File: src/rtl/debounce_event_arbiter.sv
// Multi-channel input debouncer sharing one sample-tick prescaler; debounced level
// changes are queued per channel and serialised round-robin onto one valid/ready stream.
module debounce_event_arbiter #(
  parameter int N_CH         = 4,
  parameter int TICK_DIV     = 250,
  parameter int STABLE_TICKS = 1000,
  localparam int CH_W        = $clog2(N_CH)
) (
  input  logic            clk,
  input  logic            rst_n,
  input  logic [N_CH-1:0] in,
  output logic [N_CH-1:0] level,
  output logic            evt_valid,
  input  logic            evt_ready,
  output logic [CH_W-1:0] evt_ch,
  output logic            evt_rise,
  output logic [N_CH-1:0] ovf,
  input  logic            clr_ovf
);

  localparam int CNT_W = $clog2(STABLE_TICKS + 1);
  localparam int DIV_W = (TICK_DIV > 1) ? $clog2(TICK_DIV) : 1;
  localparam logic [DIV_W-1:0] DIV_LAST = DIV_W'(TICK_DIV - 1);
  localparam logic [CNT_W-1:0] CNT_LAST = CNT_W'(STABLE_TICKS - 1);

  logic [N_CH-1:0]  sync1;
  logic [N_CH-1:0]  s;
  logic [DIV_W-1:0] div_cnt;
  logic             tick;
  logic [CNT_W-1:0] cnt [N_CH];
  logic [N_CH-1:0]  flip;
  logic [N_CH-1:0]  pend;
  logic [N_CH-1:0]  dir;
  logic [N_CH-1:0]  granted;
  logic [CH_W-1:0]  ptr;
  logic [CH_W-1:0]  grant_idx;
  logic [CH_W-1:0]  idx;
  logic             grant_any;
  logic             load;

  assign tick = (div_cnt == DIV_LAST);
  assign load = !evt_valid || evt_ready;

  always_ff @(posedge clk or negedge rst_n) begin
    if (!rst_n) begin
      sync1 <= '0;
      s     <= '0;
    end else begin
      sync1 <= in;
      s     <= sync1;
    end
  end

  always_ff @(posedge clk or negedge rst_n) begin
    if (!rst_n)
      div_cnt <= '0;
    else if (tick)
      div_cnt <= '0;
    else
      div_cnt <= div_cnt + 1'b1;
  end

  always_comb begin
    for (int i = 0; i < N_CH; i++)
      flip[i] = (s[i] != level[i]) && tick && (cnt[i] == CNT_LAST);
  end

  // Walk downward so the candidate closest to ptr is the last one written.
  always_comb begin
    grant_any = 1'b0;
    grant_idx = '0;
    idx       = '0;
    for (int off = N_CH - 1; off >= 0; off--) begin
      idx = CH_W'((int'(ptr) + off) % N_CH);
      if (pend[idx]) begin
        grant_any = 1'b1;
        grant_idx = idx;
      end
    end
    for (int i = 0; i < N_CH; i++)
      granted[i] = load && grant_any && (grant_idx == CH_W'(i));
  end

  always_ff @(posedge clk or negedge rst_n) begin
    if (!rst_n) begin
      level <= '0;
      pend  <= '0;
      dir   <= '0;
      ovf   <= '0;
      for (int i = 0; i < N_CH; i++)
        cnt[i] <= '0;
    end else begin
      for (int i = 0; i < N_CH; i++) begin
        if (s[i] == level[i]) begin
          cnt[i] <= '0;
        end else if (tick) begin
          if (flip[i]) begin
            level[i] <= s[i];
            cnt[i]   <= '0;
          end else begin
            cnt[i] <= cnt[i] + 1'b1;
          end
        end
        // A flip landing on the grant cycle re-queues with the new direction.
        if (flip[i]) begin
          pend[i] <= 1'b1;
          dir[i]  <= s[i];
        end else if (granted[i]) begin
          pend[i] <= 1'b0;
        end
        if (flip[i] && pend[i] && !granted[i])
          ovf[i] <= 1'b1;
        else if (clr_ovf)
          ovf[i] <= 1'b0;
      end
    end
  end

  always_ff @(posedge clk or negedge rst_n) begin
    if (!rst_n) begin
      evt_valid <= 1'b0;
      evt_ch    <= '0;
      evt_rise  <= 1'b0;
      ptr       <= '0;
    end else if (load) begin
      if (grant_any) begin
        evt_valid <= 1'b1;
        evt_ch    <= grant_idx;
        evt_rise  <= dir[grant_idx];
        ptr       <= (grant_idx == CH_W'(N_CH - 1)) ? '0 : grant_idx + 1'b1;
      end else begin
        evt_valid <= 1'b0;
      end
    end
  end

endmodule
File: config.mk
export PLATFORM = sky130hd
export DESIGN_NAME = debounce_event_arbiter
export DESIGN_NICKNAME = d
export VERILOG_FILES = /design/src/rtl/debounce_event_arbiter.sv
export SDC_FILE = /design/constraint.sdc
export NUM_CORES = 1
export LEC_CHECK = 0
export ABC_AREA = 1
export CAP_MARGIN = 0
export CORE_MARGIN = 3
export CORE_UTILIZATION = 50
export DETAILED_ROUTE_END_ITERATION = 10
export GPL_ROUTABILITY_DRIVEN = 0
export PLACE_DENSITY = 0.68
export SKIP_CTS_REPAIR_TIMING = 1
export SYNTH_ARGS = -nofsm -noshare
export SYNTH_HDL_FRONTEND = slang
export SYNTH_SLANG_ARGS = --single-unit
File: constraint.sdc
create_clock -name clk -period 3.3 [get_ports clk]
set_input_delay 0.99 -clock clk [delete_from_list [all_inputs] [get_ports clk]]
set_output_delay 0.99 -clock clk [all_outputs]
set_load 0.05 [all_outputs]
==> results of run 1 <==
==> state kept, by name (all words and copies together), names as in the netlist <==
register and cells:
evt_valid 1, evt_rise 1, sync1 4, ptr 2, evt_ch 2, ovf 4, dir 4, div_cnt 8
pend 4, s 4, cnt 40
==> cells in the mapped netlist, drive strengths merged <==
library cell / instances
o211ai: 1
o31ai: 6
inv: 75
a32o: 1
o21ai: 29
mux2: 1
nor3: 16
o32ai: 5
nand2: 97
o21a: 1
nor4: 6
xnor2: 2
o22ai: 13
dfrtp: 74
o41ai: 1
a21oi: 15
xor2: 16
a21o: 1
nand4: 8
nand3: 37
o21bai: 1
mux2i: 1
ha: 6
a22o: 1
nor2: 45
a2bb2oi: 1
==> per-layer routing <==
layer  wire length (µm)  track usage, %  up-vias
met4                 74           5.054        0
li1                   -               -     1585
met1               3607           26.45     1492
met3                318           4.907        9
met5                  0               0        -
met2               3630           32.58       68
==> power by group <==
part | switching [µW] | total, µW | internal [µW]
clock network | 311 | 576 | 264
logic | 476 | 687 | 210
registers | 38.9 | 993 | 955
==> area by class of cell <==
cell class	count	area, µm²
fillers	658	3068
flip-flops and latches	74	1852
multi-input cells	311	1703
inverters	75	284.0
repair buffers	19	187.7
clock buffers	11	131.4
well taps	99	123.9
clock inverters	4	20.02
==> metrics by stage <==
stage	power (µW)	cell area, µm²	hold WS (ns)	util [%]	cells
after global routing	2421	4302	0.3681	58.37	593
final	2255	4302	0.3467	58.37	593
after CTS	2282	4302	0.3516	58.37	593
after floorplan	1531	3839	0.3312	-	460
after global placement	1688	4150	0.3328	56.32	578
after detailed placement	1694	4150	0.3362	56.32	578
==> worst min path at each step <==
stage / slack, ns / startpoint / endpoint
after floorplan: 0.33 / sync1[0] / s[0]
after global placement: 0.33 / sync1[2] / s[2]
after detailed placement: 0.34 / sync1[2] / s[2]
after CTS: 0.35 / sync1[2] / s[2]
after global routing: 0.37 / sync1[2] / s[2]
final: 0.35 / sync1[2] / s[2]
==> kinds of logic after synthesis <==
logic type,after synthesis
AOI/OAI and AO/OA,76
adders and majority gates,6
buffers and inverters,75
muxes,2
xor gates and xnor gates,18
DFF,74
and+or+nand+nor,209
==> layout by cell type, fill, tap and decap left out, drive strengths merged, types with 15 or more instances in the layout <==
cell type	synthesis	routed
a21oi	15	15
clkdlybuf4s50	0	18
dfrtp	74	74
inv	75	75
nand2	97	97
nand3	37	37
nor2	45	45
nor3	16	16
o21ai	29	29
xor2	16	16
==> results.toml, run 1 <==
[clocking]
max-clock-path-buffers = 2
cts_num_sinks = 74
numCtsBuffers = 9
tritoncts_clock_tree = "built"
clk_transition_reported_paths_ns = 0.07
clock_insertion_delay_at_the_later_pin_of_the_skew_report_ns = 0.34
cts_root_buf = "sky130_fd_sc_hd__clkbuf_8"
ctsHtreeMaxLevel = 3

[setup_path]
setup_slack_on_the_worst_flop_to_flop_path_ns = 1.39
cp_data_arrival_time_ns = 1.53
setup.worst_path.class = "reg -> out"
worst-path-buf-inv = 1
cpPeakStageDelay_ns = 0.82
critical_path.startpoint = "dir[0]"
critical_path_required_ns = 2.31
ff2ff_path_depth = 6
path_cells = "clkdlybuf4s50_1"
regToRegEndpoint = "cnt[36]"
critPathLaunchType = "register"
cp_max_fo = 4
timing.critical_path.to = "level[0]"
worst_setup_path_end_kind = "primary output"
path_depth = 1
timing.rr.start = "cnt[30]"
critical_path.top_delay_family = "buffers and inverters"
timing.critical_path.slowest_stage_cell = "sky130_fd_sc_hd__clkdlybuf4s50_1"

[grt]
number_of_global_route_vias_before_repair = 3120
maximum_number_of_pins_on_one_net_before_global_route_repair = 75
globalRoute.totalOverflow = 0
grt_antenna_before_repair = 0
grt.total_usage_pct = 19.86
global_route_wire_length_before_repair_um = 13920

[sta]
slew_violations = 0
timing.fmax_mhz = 396.5
totalNegativeSetupSlack_ns = 0
finalCritPeriodShare_pct = 76.42
timing.final.crit_period_ns = 2.522
unrepaired_setup_endpoints_after_global_routing = "false"
relative_slew_margins_pct = 34.60
worst_pin_slew_ns = 0.9684
finalHoldViolations = 0
setup_slack_ns = 0.7782
setup_viol = 0
clock-skew-final_ns = 0.007574

[synth]
synthAdderAreaFrac_pct = 1.956
syn_avg_cell_area_um2 = 8.345
area_fraction_in_compound_gates_after_synthesis_pct = 11.99
synthesized_flop_and_latch_total = 74
yosys.area.top_type = "sky130_fd_sc_hd__dfrtp_1"
main_combinational_cell_family_by_area_after_synthesis = "simple AND/OR/NAND/NOR gates"
distinct_cell_type_count_of_the_synthesized_netlist = 36
yosys.area.top_type_share_pct = 48.24
ys_seq_area_share_pct = 48.24
synth_xor_xnor_area_share_pct = 4.107
post_synth_inst_count = 460
ys_top_cells_by_area = "sky130_fd_sc_hd__dfrtp_1, sky130_fd_sc_hd__nand2_1, sky130_fd_sc_hd__inv_1, sky130_fd_sc_hd__nand3_1, sky130_fd_sc_hd__nor2_1"
synth_simple_gate_area_share_pct = 25.75
synth_mux_area_share_pct = 0.5541
netlist_area_pre_place_mm2 = 0.003839
syn-num-nets = 474
ys_warn_count = 0

[floorplanning]
floorplan.initialDensity_pct = 52.09
io_pins = 20
design.die.area_mm2 = 0.008765
die_w_um = 93.62
die_height_um = 93.62
row_count = 31
placeableCoreArea_mm2 = 0.007370

[routing]
drc = 0
drtAntennaViolNets = 0
avgRoutedWirePerCell_um = 12.87
detailed_route_vias_per_instance = 5.319
initialDrtViolationCount = 161
routed-via-count = 3154
detailedRoute.firstPassIterationCount = 5
post_detailed_routing_wire_length_um = 7630

[place]
place.port_buffers = 19
hpwlAfterDp_um = 5615
detailedPlace.worstSlack_ns = 1.089

[power_and_ir_drop]
power_leakage_uw = 0.001915
power_per_cell_area_mw_per_mm2 = 524.3
vdd.ir_drop.worst_mv = 0.2748

[min_path]
timing.hold.worst.class = "reg -> reg"
timing.hold.worst_path_depth = 0

[finish]
final_layout_size_suffix_gt1_share_pct = 8.300
area_growth_pct = 12.06
num-nets-final = 504
antenna_fix_cells = 0

[status]
outcome = "finished, final reports clean"

[run]
timing.max_cap.violations = 0
Note: power is estimated with default switching activity, not from simulation.
==> run 2, diff against run 1 <==
clock period = 2.4 ns   (was 3.3 ns; I/O delays follow)
==> results.toml, run 2 (synthesis results as in run 1) <==
[place]
postPlaceCellArea_mm2 = 0.004180
detailedPlace.worstSlack_ns = 0.4696
hpwlAfterDp_um = 5915
place.port_buffers = 19

[setup_path]
critical_path_required_ns = 1.68
worst-path-buf-inv = 1
critical_path.top_delay_family = "buffers and inverters"
path_cells = "clkdlybuf4s50_1"
timing.critical_path.slowest_stage_cell = "sky130_fd_sc_hd__clkdlybuf4s50_1"
critPathLaunchType = "register"
timing.rr.start = "div_cnt[1]"
critical_path.startpoint = "dir[0]"
cp_max_fo = 4
cp_data_arrival_time_ns = 1.55
setup.worst_path.class = "reg -> out"
worst_setup_path_end_kind = "primary output"
cpPeakStageDelay_ns = 0.82

[sta]
timing.final.crit_period_ns = 2.270
totalNegativeSetupSlack_ns = 0
unrepaired_setup_endpoints_after_global_routing = "false"
setup_slack_ns = 0.1296
finalCritPeriodShare_pct = 94.60
worst_pin_slew_ns = 0.5795
clock-skew-final_ns = 0.008648
setup_viol = 0
slew_violations = 0
relative_slew_margins_pct = 61.36
timing.fmax_mhz = 440.5
finalHoldViolations = 0

[power_and_ir_drop]
power_per_cell_area_mw_per_mm2 = 763.0
p_seq_share_pct = 40.9
power_report.internal_total_uw = 2206
vdd.ir_drop.worst_mv = 0.3780
power_switching_share_pct = 34.10
power_leakage_uw = 0.001956
power.clock.fraction_pct = 30.7
net-switching-power_uw = 1141
combPwrFrac_pct = 28.4
post-layout-total-power_uw = 3347

[routing]
avgRoutedWirePerCell_um = 13.08
initialDrtViolationCount = 105
detailedRoute.firstPassIterationCount = 4
drc = 0
detailed_route_vias_per_instance = 5.232
post_detailed_routing_wire_length_um = 7793
routed-via-count = 3118
drtAntennaViolNets = 0

[run]
timing.max_cap.violations = 0

[min_path]
worstHoldStart = "sync1[1]"
timing.hold.worst.class = "reg -> reg"

[finish]
final_area_mm2 = 0.004387
num-nets-final = 508
antenna_fix_cells = 0
area_growth_pct = 14.28
register_with_the_most_flip_flops = "cnt"
layout.cells.most_common = "sky130_fd_sc_hd__nand2_1"
biggestRegsByFlops = "cnt x40, div_cnt x8"
largest_register_ffs = 40
final_layout_size_suffix_gt1_share_pct = 9.054
fin_util_pct = 59.52
n_fill_cell = 644
highest_count_cells_in_the_layout_ignoring_fill_and_taps = "sky130_fd_sc_hd__nand2_1, sky130_fd_sc_hd__dfrtp_1, sky130_fd_sc_hd__inv_1"

[floorplanning]
die_height_um = 93.62
placeableCoreArea_mm2 = 0.007370
die_w_um = 93.62
floorplan.initialDensity_pct = 52.09
io_pins = 20
design.die.area_mm2 = 0.008765
row_count = 31

[clocking]
tritoncts_clock_tree = "built"
ctsHtreeMaxLevel = 3
clock_insertion_delay_at_the_later_pin_of_the_skew_report_ns = 0.34
cts_num_sinks = 74
numCtsBuffers = 9
clk_transition_reported_paths_ns = 0.07
max-clock-path-buffers = 2
cts_root_buf = "sky130_fd_sc_hd__clkbuf_8"

[grt]
grt.total_usage_pct = 20.04
maximum_number_of_pins_on_one_net_before_global_route_repair = 48
global_route_wire_length_before_repair_um = 13860
globalRoute.totalOverflow = 0
grt_antenna_before_repair = 0
number_of_global_route_vias_before_repair = 3019

[status]
outcome = "finished, final reports clean"
-- run 2: cell count changes in the layout (fill, tap and decap cells not counted), sizes merged --
cell / previous run / this run
buf: 1 / 5
clkinv: 4 / 1
bufinv: 0 / 2
-- run 2: power groups by stage --
stage	clock [µW]	sequential, µW	combinational (µW)
2_1_floorplan	0	1480	624
3_3_place_gp	0	1390	941
3_5_place_dp	0	1390	951
4_1_cts	1070	1370	954
5_1_grt	1110	1380	1070
6_report	1030	1370	952
-- run 2: per-layer routing --
layer | vias up | part of all wire (%) | GRT usage (%)
li1 | 1600 | - | -
met1 | 1463 | 48 | 26.43
met2 | 45 | 47 | 32.88
met3 | 10 | 3.2 | 5.068
met4 | 0 | 1.3 | 5.535
met5 | - | 0 | 0
-- run 2: area by class of cell --
class	count	area, µm²	share of cell area [%]
Clock buffer	11	141.4	3.223
Tap cell	99	123.9	2.824
Clock inverter	3	65.06	1.483
Inverter	75	284.0	6.475
Sequential cell	74	1852	42.21
Multi-Input combinational cell	311	1703	38.82
Timing Repair Buffer	23	217.7	4.963
-- run 2: worst paths after layout --
kind / to / slack (ns) / cells past startpoint
max in group asynchronous: cnt[28] / 1.42 / 2
worst min-delay path: s[1] / 0.35 / 0
worst max-delay path: level[0] / 0.13 / 1
worst min register to register: s[1] / 0.35 / 0
min in group asynchronous: cnt[27] / 0.37 / 1
worst max register to register: cnt[7] / 0.49 / 11
-- run 2: worst register-to-register path, stage by stage, from the launching register on --
cell and delay (ns):
sky130_fd_sc_hd__dfrtp_1 0.40, sky130_fd_sc_hd__inv_1 0.06, sky130_fd_sc_hd__ha_1 0.15, sky130_fd_sc_hd__nand2_1 0.06, sky130_fd_sc_hd__nor2_1 0.08, sky130_fd_sc_hd__nand2_1 0.19
sky130_fd_sc_hd__nor2_1 0.27, sky130_fd_sc_hd__nand4_1 0.18, sky130_fd_sc_hd__nand2_1 0.14, sky130_fd_sc_hd__inv_1 0.08, sky130_fd_sc_hd__nand3_1 0.07, sky130_fd_sc_hd__o21ai_0 0.10
-- run 2: metrics by stage --
step           hold WS (ns)  instances
6_report             0.3520        596
5_1_grt              0.3594        596
4_1_cts              0.3547        596
3_5_place_dp         0.3378        582
3_3_place_gp         0.3340        582
2_1_floorplan        0.3312        460
==> run 3, diff against run 2 <==
CORE_ASPECT_RATIO = 2   (was default)
==> results.toml, run 3 (synthesis results as in run 1) <==
[setup_path]
worst-path-buf-inv = 1
worst_setup_path_end_kind = "primary output"
cpPeakStageDelay_ns = 0.83
timing.critical_path.slowest_stage_cell = "sky130_fd_sc_hd__clkdlybuf4s50_1"
critical_path_required_ns = 1.68
timing.rr.start = "div_cnt[1]"
critPathLaunchType = "register"
path_cells = "clkdlybuf4s50_1"
critical_path.startpoint = "dir[0]"
ff2ff_path_depth = 11
critical_path.top_delay_family = "buffers and inverters"
regToRegEndpoint = "cnt[9]"
cp_max_fo = 4
setup.worst_path.class = "reg -> out"
setup_slack_on_the_worst_flop_to_flop_path_ns = 0.50
cp_data_arrival_time_ns = 1.56

[place]
hpwlAfterDp_um = 6271
place.port_buffers = 19

[routing]
post_detailed_routing_wire_length_um = 8314
detailedRoute.firstPassIterationCount = 4
detailed_route_vias_per_instance = 5.387
drc = 0
drtAntennaViolNets = 0
routed-via-count = 3173
initialDrtViolationCount = 186
avgRoutedWirePerCell_um = 14.12

[run]
timing.max_cap.violations = 0

[sta]
timing.final.crit_period_ns = 2.285
finalCritPeriodShare_pct = 95.19
worst_pin_slew_ns = 0.5509
clock-skew-final_ns = 0.008229
relative_slew_margins_pct = 62.79
setup_viol = 0
timing.fmax_mhz = 437.7
unrepaired_setup_endpoints_after_global_routing = "false"
slew_violations = 0
totalNegativeSetupSlack_ns = 0
finalHoldViolations = 0

[floorplanning]
row_count = 44
io_pins = 20
placeableCoreArea_mm2 = 0.007377
design.die.area_mm2 = 0.008828
die_w_um = 67.96
die_height_um = 129.9
floorplan.initialDensity_pct = 52.04

[clocking]
clock_insertion_delay_at_the_later_pin_of_the_skew_report_ns = 0.34
max-clock-path-buffers = 2
cts_num_sinks = 74
cts_root_buf = "sky130_fd_sc_hd__clkbuf_16"
tritoncts_clock_tree = "built"
clk_transition_reported_paths_ns = 0.06
numCtsBuffers = 9
ctsHtreeMaxLevel = 3

[power_and_ir_drop]
post-layout-total-power_uw = 3637
vdd.ir_drop.worst_mv = 0.5459
power_per_cell_area_mw_per_mm2 = 815.2
power_leakage_uw = 0.001990

[grt]
number_of_global_route_vias_before_repair = 3205
maximum_number_of_pins_on_one_net_before_global_route_repair = 44
grt_antenna_before_repair = 0
grt.total_usage_pct = 21.26
global_route_wire_length_before_repair_um = 14100
globalRoute.totalOverflow = 0

[finish]
layout.cells.most_common = "sky130_fd_sc_hd__nand2_1"
antenna_fix_cells = 0
num-nets-final = 507
largest_register_ffs = 40
highest_count_cells_in_the_layout_ignoring_fill_and_taps = "sky130_fd_sc_hd__nand2_1, sky130_fd_sc_hd__dfrtp_1, sky130_fd_sc_hd__inv_1"
register_with_the_most_flip_flops = "cnt"
final_layout_size_suffix_gt1_share_pct = 9.054
area_growth_pct = 16.23
biggestRegsByFlops = "cnt x40, div_cnt x8"

[min_path]
timing.hold.worst.class = "in -> async"

[status]
outcome = "finished, final reports clean"
-- run 3: report_power, final --
| part | switching (µW) | internal [µW] |
|---|---|---|
| clock | 517 | 797 |
| combinational | 656 | 292 |
| sequential | 60.5 | 1310 |
-- run 3: cell type report --
class | instances | area [µm²]
Fill cell | 673 | 2915
Sequential cell | 74 | 1852
Multi-Input combinational cell | 311 | 1703
Inverter | 75 | 284.0
Clock buffer | 10 | 229.0
Timing Repair Buffer | 22 | 222.7
Tap cell | 92 | 115.1
Clock inverter | 5 | 56.30
-- run 3: how the worst max path moves through the flow --
stage / depth (start not counted) / end
after floorplan: 9 / cnt[39]
after global placement: 1 / level[0]
after detailed placement: 1 / level[0]
after CTS: 1 / level[0]
after global routing: 1 / level[0]
final: 1 / level[0]
-- run 3: through the flow --
| stage | setup WS (ns) | hold WS [ns] | area [µm²] | cells | util, % |
|---|---|---|---|---|---|
| floorplan | 0.8014 | 0.3312 | 3839 | 460 | - |
| global placement | 0.4873 | 0.3364 | 4177 | 574 | 56.61 |
| detailed placement | 0.4646 | 0.3347 | 4177 | 574 | 56.61 |
| CTS | 0.09309 | 0.3413 | 4462 | 589 | 60.48 |
| global route | 0.04411 | 0.3530 | 4462 | 589 | 60.48 |
| finish | 0.1154 | 0.3216 | 4462 | 589 | 60.48 |
-- run 3: per-layer routing --
layer	share of wire [%]	wire length (µm)	global-route usage, %
met1	39	3266	23.12
met2	55	4565	36.86
met3	3.1	256	5.340
met5	0	0	0
met4	2.7	225	10.90
